### src/rtl/cache_refill_ctrl.sv
// Cache line refill controller: accepts a miss, fetches one line from memory and
// writes it into the data/tag RAMs. Define CRITICAL_WORD_FIRST_EN to fetch the missed word first.
module cache_refill_ctrl #(
    parameter int DATA_WIDTH        = 32,
    parameter int WORD_NUM          = 4,
    parameter int INDEX_WIDTH       = 7,
    parameter int WORD_OFFSET_WIDTH = 2,
    parameter int ADDR_WIDTH        = 32
) (
    input  logic                                                  clk,
    input  logic                                                  rst_n,
    input  logic                                                  miss_valid,
    output logic                                                  miss_ready,
    input  logic [ADDR_WIDTH-1:0]                                 miss_addr,
    output logic                                                  mem_req,
    input  logic                                                  mem_gnt,
    output logic [ADDR_WIDTH-1:0]                                 mem_addr,
    input  logic                                                  mem_rvalid,
    input  logic [DATA_WIDTH-1:0]                                 mem_rdata,
    output logic                                                  ram_we,
    output logic [INDEX_WIDTH-1:0]                                ram_index,
    output logic [WORD_OFFSET_WIDTH-1:0]                          ram_offset,
    output logic [DATA_WIDTH-1:0]                                 ram_data,
    output logic                                                  tag_we,
    output logic [ADDR_WIDTH-INDEX_WIDTH-WORD_OFFSET_WIDTH-3:0]   tag_out,
    output logic                                                  refill_done
);
    localparam int TAG_WIDTH = ADDR_WIDTH - INDEX_WIDTH - WORD_OFFSET_WIDTH - 2;
    localparam logic [WORD_OFFSET_WIDTH-1:0] LAST_BEAT = WORD_OFFSET_WIDTH'(WORD_NUM - 1);
`ifdef CRITICAL_WORD_FIRST_EN
    localparam logic [ADDR_WIDTH-1:0] ADDR_MASK = ~ADDR_WIDTH'(3);
`else
    localparam logic [ADDR_WIDTH-1:0] ADDR_MASK = ~((ADDR_WIDTH'(1) << (WORD_OFFSET_WIDTH + 2)) - ADDR_WIDTH'(1));
`endif

    typedef enum logic [1:0] {IDLE, REQ, FILL, DONE} state_t;

    state_t                         state_q, state_d;
    logic [WORD_OFFSET_WIDTH-1:0]   cnt_q, cnt_d;
    logic [WORD_OFFSET_WIDTH-1:0]   start_q, start_d;
    logic [INDEX_WIDTH-1:0]         index_q, index_d;
    logic [TAG_WIDTH-1:0]           tag_q, tag_d;
    logic [ADDR_WIDTH-1:0]          addr_q, addr_d;
    logic                           ram_we_q, ram_we_d;
    logic [INDEX_WIDTH-1:0]         ram_index_q, ram_index_d;
    logic [WORD_OFFSET_WIDTH-1:0]   ram_offset_q, ram_offset_d;
    logic [DATA_WIDTH-1:0]          ram_data_q, ram_data_d;

    always_comb begin
        state_d      = state_q;
        cnt_d        = cnt_q;
        start_d      = start_q;
        index_d      = index_q;
        tag_d        = tag_q;
        addr_d       = addr_q;
        ram_we_d     = 1'b0;
        ram_index_d  = ram_index_q;
        ram_offset_d = ram_offset_q;
        ram_data_d   = ram_data_q;

        case (state_q)
            IDLE: begin
                if (miss_valid) begin
                    state_d = REQ;
                    index_d = miss_addr[WORD_OFFSET_WIDTH+2 +: INDEX_WIDTH];
                    tag_d   = miss_addr[ADDR_WIDTH-1 -: TAG_WIDTH];
                    addr_d  = miss_addr & ADDR_MASK;
`ifdef CRITICAL_WORD_FIRST_EN
                    start_d = miss_addr[2 +: WORD_OFFSET_WIDTH];
`else
                    start_d = '0;
`endif
                end
            end
            REQ: begin
                if (mem_gnt) begin
                    state_d = FILL;
                    cnt_d   = '0;
                end
            end
            FILL: begin
                // Each beat is written one cycle later; the last one lands in DONE.
                if (mem_rvalid) begin
                    ram_we_d     = 1'b1;
                    ram_index_d  = index_q;
                    ram_offset_d = start_q + cnt_q;
                    ram_data_d   = mem_rdata;
                    cnt_d        = cnt_q + 1'b1;
                    if (cnt_q == LAST_BEAT) state_d = DONE;
                end
            end
            DONE:    state_d = IDLE;
            default: state_d = IDLE;
        endcase
    end

    always_ff @(posedge clk) begin
        if (!rst_n) begin
            state_q      <= IDLE;
            cnt_q        <= '0;
            start_q      <= '0;
            index_q      <= '0;
            tag_q        <= '0;
            addr_q       <= '0;
            ram_we_q     <= 1'b0;
            ram_index_q  <= '0;
            ram_offset_q <= '0;
            ram_data_q   <= '0;
        end else begin
            state_q      <= state_d;
            cnt_q        <= cnt_d;
            start_q      <= start_d;
            index_q      <= index_d;
            tag_q        <= tag_d;
            addr_q       <= addr_d;
            ram_we_q     <= ram_we_d;
            ram_index_q  <= ram_index_d;
            ram_offset_q <= ram_offset_d;
            ram_data_q   <= ram_data_d;
        end
    end

    assign miss_ready  = (state_q == IDLE);
    assign mem_req     = (state_q == REQ);
    assign mem_addr    = addr_q;
    assign ram_we      = ram_we_q;
    assign ram_index   = ram_index_q;
    assign ram_offset  = ram_offset_q;
    assign ram_data    = ram_data_q;
    assign tag_we      = (state_q == DONE);
    assign refill_done = (state_q == DONE);
    assign tag_out     = tag_q;
endmodule

### config.mk
export PLATFORM = sky130hd
export DESIGN_NAME = cache_refill_ctrl
export DESIGN_NICKNAME = d
export VERILOG_FILES = /design/src/rtl/cache_refill_ctrl.sv
export SDC_FILE = /design/constraint.sdc
export NUM_CORES = 1
export LEC_CHECK = 0
export ABC_CLOCK_PERIOD_IN_PS = 2500
export BUFFER_PORTS_ARGS = -buffer_cell sky130_fd_sc_hd__buf_2
export CORE_MARGIN = 4
export CORE_UTILIZATION = 35
export DETAILED_ROUTE_END_ITERATION = 7
export PLACE_DENSITY = 0.66
export REMOVE_ABC_BUFFERS = 1
export SYNTH_ARGS = -nofsm -noshare
export SYNTH_HDL_FRONTEND = slang
export SYNTH_SLANG_ARGS = --single-unit
### constraint.sdc
create_clock -name clk -period 2.5 [get_ports clk]
set_input_delay 0.25 -clock clk [delete_from_list [all_inputs] [get_ports clk]]
set_output_delay 0.25 -clock clk [all_outputs]
set_load 0.1 [all_outputs]
* Yosys cells after proc, flatten, opt, wreduce, memory -nomap -nowiden
Index checks and enable logic that the tools add are counted.
** Operators by class
- Equality and inequality tests :: 8
- Add/sub/neg operators :: 1
- Reductions and logical operators :: 7
- Muxes and demuxes :: 9
** Operators with widths (number)
- 2-bit two-way mux :: 6
- 2-bit case mux with 4 select lines :: 1
- 2-bit equality test, second input constant :: 3
- 2-bit != test, second input constant :: 3
- 2-bit AND reduction :: 3
- 2-bit case mux with 2 select lines :: 1
- 4-bit AND reduction :: 1
- 3-bit AND reduction :: 1
- 2-bit by 1-bit adder with 2-bit output, second input constant :: 1
- 2-bit by 1-bit equality test with 1-bit output, second input constant :: 1
- 2-bit zero test :: 1
- 2-bit by 1-bit != test with 1-bit output, second input constant :: 1
- 2-bit nonzero test :: 1
- 1-bit two-way mux :: 1
** Word-level totals
- Logic and storage cells :: 34
- Flip-flop bits (word level) :: 102
- Output and inout bits :: 99
- Input port bits :: 69

* Longest topological paths before layout
- Depth after elaboration :: 4
- Gate-level depth with buffers :: 7
- Mapped depth without buffers :: 5

* Least setup slack after synthesis
OpenSTA, ideal clock, no wires.
- Kind :: register to register
- Start :: reg state_q[0]
- End :: reg tag_q[5] (netlist: tag_out[5])
- Arrival :: 1.906 ns
- Cell stages (with the launch flop) :: 7
- Data required time :: 2.368 ns
- Setup time :: 0.132 ns
- Clock period less this slack :: 2.039 ns
- Path buffers :: 1
- Setup slack :: 0.461 ns
- Path through :: dfxtp_1 > inv_1 > ha_1 > nand2_2 > buf_2 > nand2_1 > a21oi_1
** Between the ends
- Word-level cells in the longest chain between the ends :: 2
** RTL lines
- from (decl) :: line 38 : state_t state_q, state_d;
- from (signal assigned) :: line 110 : state_q <= state_d;
- 2-bit zero test
- named net miss_ready :: line 13 : output logic miss_ready,
- 2-bit AND reduction (no source line)
- to (signal assigned) :: line 114 : tag_q <= tag_d;
- to (decl) :: line 42 : logic [TAG_WIDTH-1:0] tag_q, tag_d;
The timed path passes the listed nets, and every way through them passes these cells.
A chain may end at the register's enable or synchronous reset.

* Worst setup path after layout
- Start :: reg state_q[0]
- End :: out miss_ready
** Between the ends
- Word-level cells in the longest chain between the ends :: 1
** RTL lines
- 2-bit zero test :: line 123 : assign miss_ready = (state_q == IDLE);
- to (decl) :: line 13
Every way passes these cells.

==> flow_summary.yaml <==
drt:
  first_pass_iters: 4
  wire_per_inst_um: 12.2
  drtIter0Drc: 60
  vias: 2717
  viasPerCell: 4.46
  antenna_left: 0
  drc: 0
  routed_wl_um: 7450
cts:
  cts_buffers: 9
  htree_levels: 3
  cts_hold_buf: 0
  root_buffer: "clkbuf_8"
  cts_buffer_depth: 2
  cts_tree: "built"
  clk_latency_ns: 0.33
  post_cts_buffers: 0
  ctsResizeCount: 0
  cts.clk_slew.worst_paths_ns: 0.08
  cts.sink_count: 74
setup_path:
  required_ns: 2.25
  critPathMaxStageDelay_ns: 0.46
  rrSetupSlack_ns: 0.93
  crit_type: "flop to output port"
  start_kind: "flop"
  path_delay_family: "buffers and inverters"
  cp_max_fo: 4
  worstPathCellList: "inv_1 -> ha_1 -> buf_2"
  end_kind: "output port"
  cp.buffers_inverters: 2
  r2r_end: "ram_index[0]$_SDFFE_PN0P_"
  r2r_cells: 6
  cp_data_arrival_time_ns: 1.51
  startpoint: "state_q[0]$_SDFFE_PN0P_"
  cp_slowest_cell: "buf_2"
  r2r_start: "state_q[0]$_SDFFE_PN0P_"
floorplan:
  io-pin-count: 168
  initial_utilization_pct: 36.3
  die_area_um2: 10200
  die_y_um: 101
  core-area_um2: 8340
  fp-row-count: 33
  die_w_um: 101
power:
  powerDensity_nw_per_um2: 1280
  total_power_mw: 4.92
  swShare_pct: 55.2
  ir_drop_mv: 0.819
  power.clock.fraction_pct: 18.4
  p_leak_nw: 1.82
  p_int_mw: 2.21
  p_switching_mw: 2.72
  seqPwrFrac_pct: 29.3
  pwr-share-comb_pct: 52.3
sta:
  finalMaxSlewViolations: 0
  setup-tns-final_ns: 0
  rsz0062_at_grt: "false"
  tightest_slew_ns: 0.545
  layout_min_cycle_time_ns: 1.76
  fmax_mhz: 567
  relSlewSlack_pct: 63.5
  final_hold_viol_count: 0
  setup_viol: 0
  fin_skew_ns: 0.0102
  final.period_utilization_pct: 70.6
finish:
  fin_util_pct: 46.2
  antenna_cells: 0
  area_delta_synth_final_pct: 27.0
  layout_common_cells: "buf_2, nand2_1, dfxtp_1"
  finalInstanceArea_um2: 3850
  nets: 576
  final_common_cell: "buf_2"
  fin_cells: 609
  drive_gt1_share_pct: 39.1
global_route:
  grt_pass1_vias: 2581
  antenna_found_initial: 0
  grt.overflow.total: 0
  grt_max_degree: 43
  grt_pass1_wl_um: 12100
  grt_util_all_layers_pct: 14.7
placed_design:
  portBuffers: 159
  dp_cells: 594
  place_hpwl_um: 5370
  gp_congestion: 0.755
  placed_area_um2: 3660
logic_synthesis:
  seq_area_frac_synth_pct: 48.9
  syn-cell-area_um2: 3030
  ys_ff_latch: 74
  ys_types: 28
  ys_warn_count: 0
  syn_inst: 370
  avgSynthCellArea_um2: 8.19
worst_hold_path:
  worstHoldPathCells: 3
  hold-path-endpoint: "index_q[5]$_SDFFE_PN0P_"
  hp-class: "input port to flop"
  hp-start: "miss_addr[9]"
run:
  cap_violations: 0
outcome:
  status: "completed"
flip-flops by register name (all words and copies together), names as in the netlist:
register and cells:
tag_out 20, ram_offset 2, state_q 2, ram_we 1, cnt_q 2, ram_index 7
index_q 6, mem_addr 2, ram_data 32
power by group through the flow:
stage | clock [mW] | combinational, mW | sequential, mW
2_1_floorplan | 0 | 0.685 | 2.94
3_3_place_gp | 0 | 2.58 | 1.46
3_5_place_dp | 0 | 2.60 | 1.47
4_1_cts | 0.947 | 2.60 | 1.45
5_1_grt | 0.993 | 2.71 | 1.47
6_report | 0.904 | 2.58 | 1.44
cell usage after synthesis (all sizes together):
cell type	number	area [µm²]
nand2	145	549
dfxtp	74	1480
a21oi	69	394
buf	47	349
ha	7	87.6
inv	4	15.0
nand2b	3	18.8
o21ai	3	15.0
and2	2	12.5
clkbuf	2	8.75
mux2i	2	20.0
nor2	2	7.51
a21o	1	7.51
a221oi	1	15.0
a31oi	1	6.26
and2b	1	7.51
conb	1	3.75
nand3	1	5.00
nand4	1	6.26
nor2b	1	6.26
o211ai	1	7.51
o21a	1	7.51
worst max-delay path by stage:
stage,slack [ns],endpoint,cells after the start
after floorplan,0.23,index_q[0]$_SDFFE_PN0P_,5
after global placement,0.99,index_q[2]$_SDFFE_PN0P_,5
after detailed placement,0.91,tag_out[9]$_SDFFE_PN0P_,5
after CTS,0.70,miss_ready,3
after global routing,0.61,miss_ready,3
final,0.74,miss_ready,3
per-layer routing:
metal,share of wire [%],routed length [µm],GRT usage [%],vias to the layer above
met2,46,3450,24.7,101
met4,1.4,102,5.21,0
li1,-,-,-,1410
met1,42,3170,17.7,1194
met3,9.8,727,4.50,12
met5,0,0,0,-
final cells by class:
type | instances | area, µm²
fill | 856 | 4490
sequential | 74 | 1480
multi-input combinational | 246 | 1190
timing repair buffer | 165 | 841
clock buffer | 10 | 138
tap | 105 | 131
clock inverter | 5 | 55.1
inverter | 4 | 15.0
cells by family (layout without fill, tap and decap cells):
| group | after synthesis | in the layout | synth area share, % |
|---|---|---|---|
| muxes | 2 | 2 | 0.660 |
| buffers and inverters | 53 | 184 | 12.3 |
| DFF | 74 | 74 | 48.9 |
| other | 1 | 4 | 0.124 |
| and+or+nand+nor | 156 | 156 | 20.2 |
| adders and majority gates | 7 | 7 | 2.89 |
| AOI/OAI and AO/OA | 77 | 77 | 14.9 |
worst min-delay path: cells and delay by family:
family	cells	cell delay (ns)
buffers and inverters	1	0.09
AOI/OAI and AO/OA	1	0.05
and+or+nand+nor	1	0.04
per-stage QoR:
stage,hold slack (ns),worst slack [ns]
final,0.146,0.735
after global routing,0.136,0.614
after CTS,0.122,0.696
after detailed placement,0.444,0.905
after global placement,0.438,0.990
after floorplan,0.386,0.230
Power figures use the tool's default switching activity.
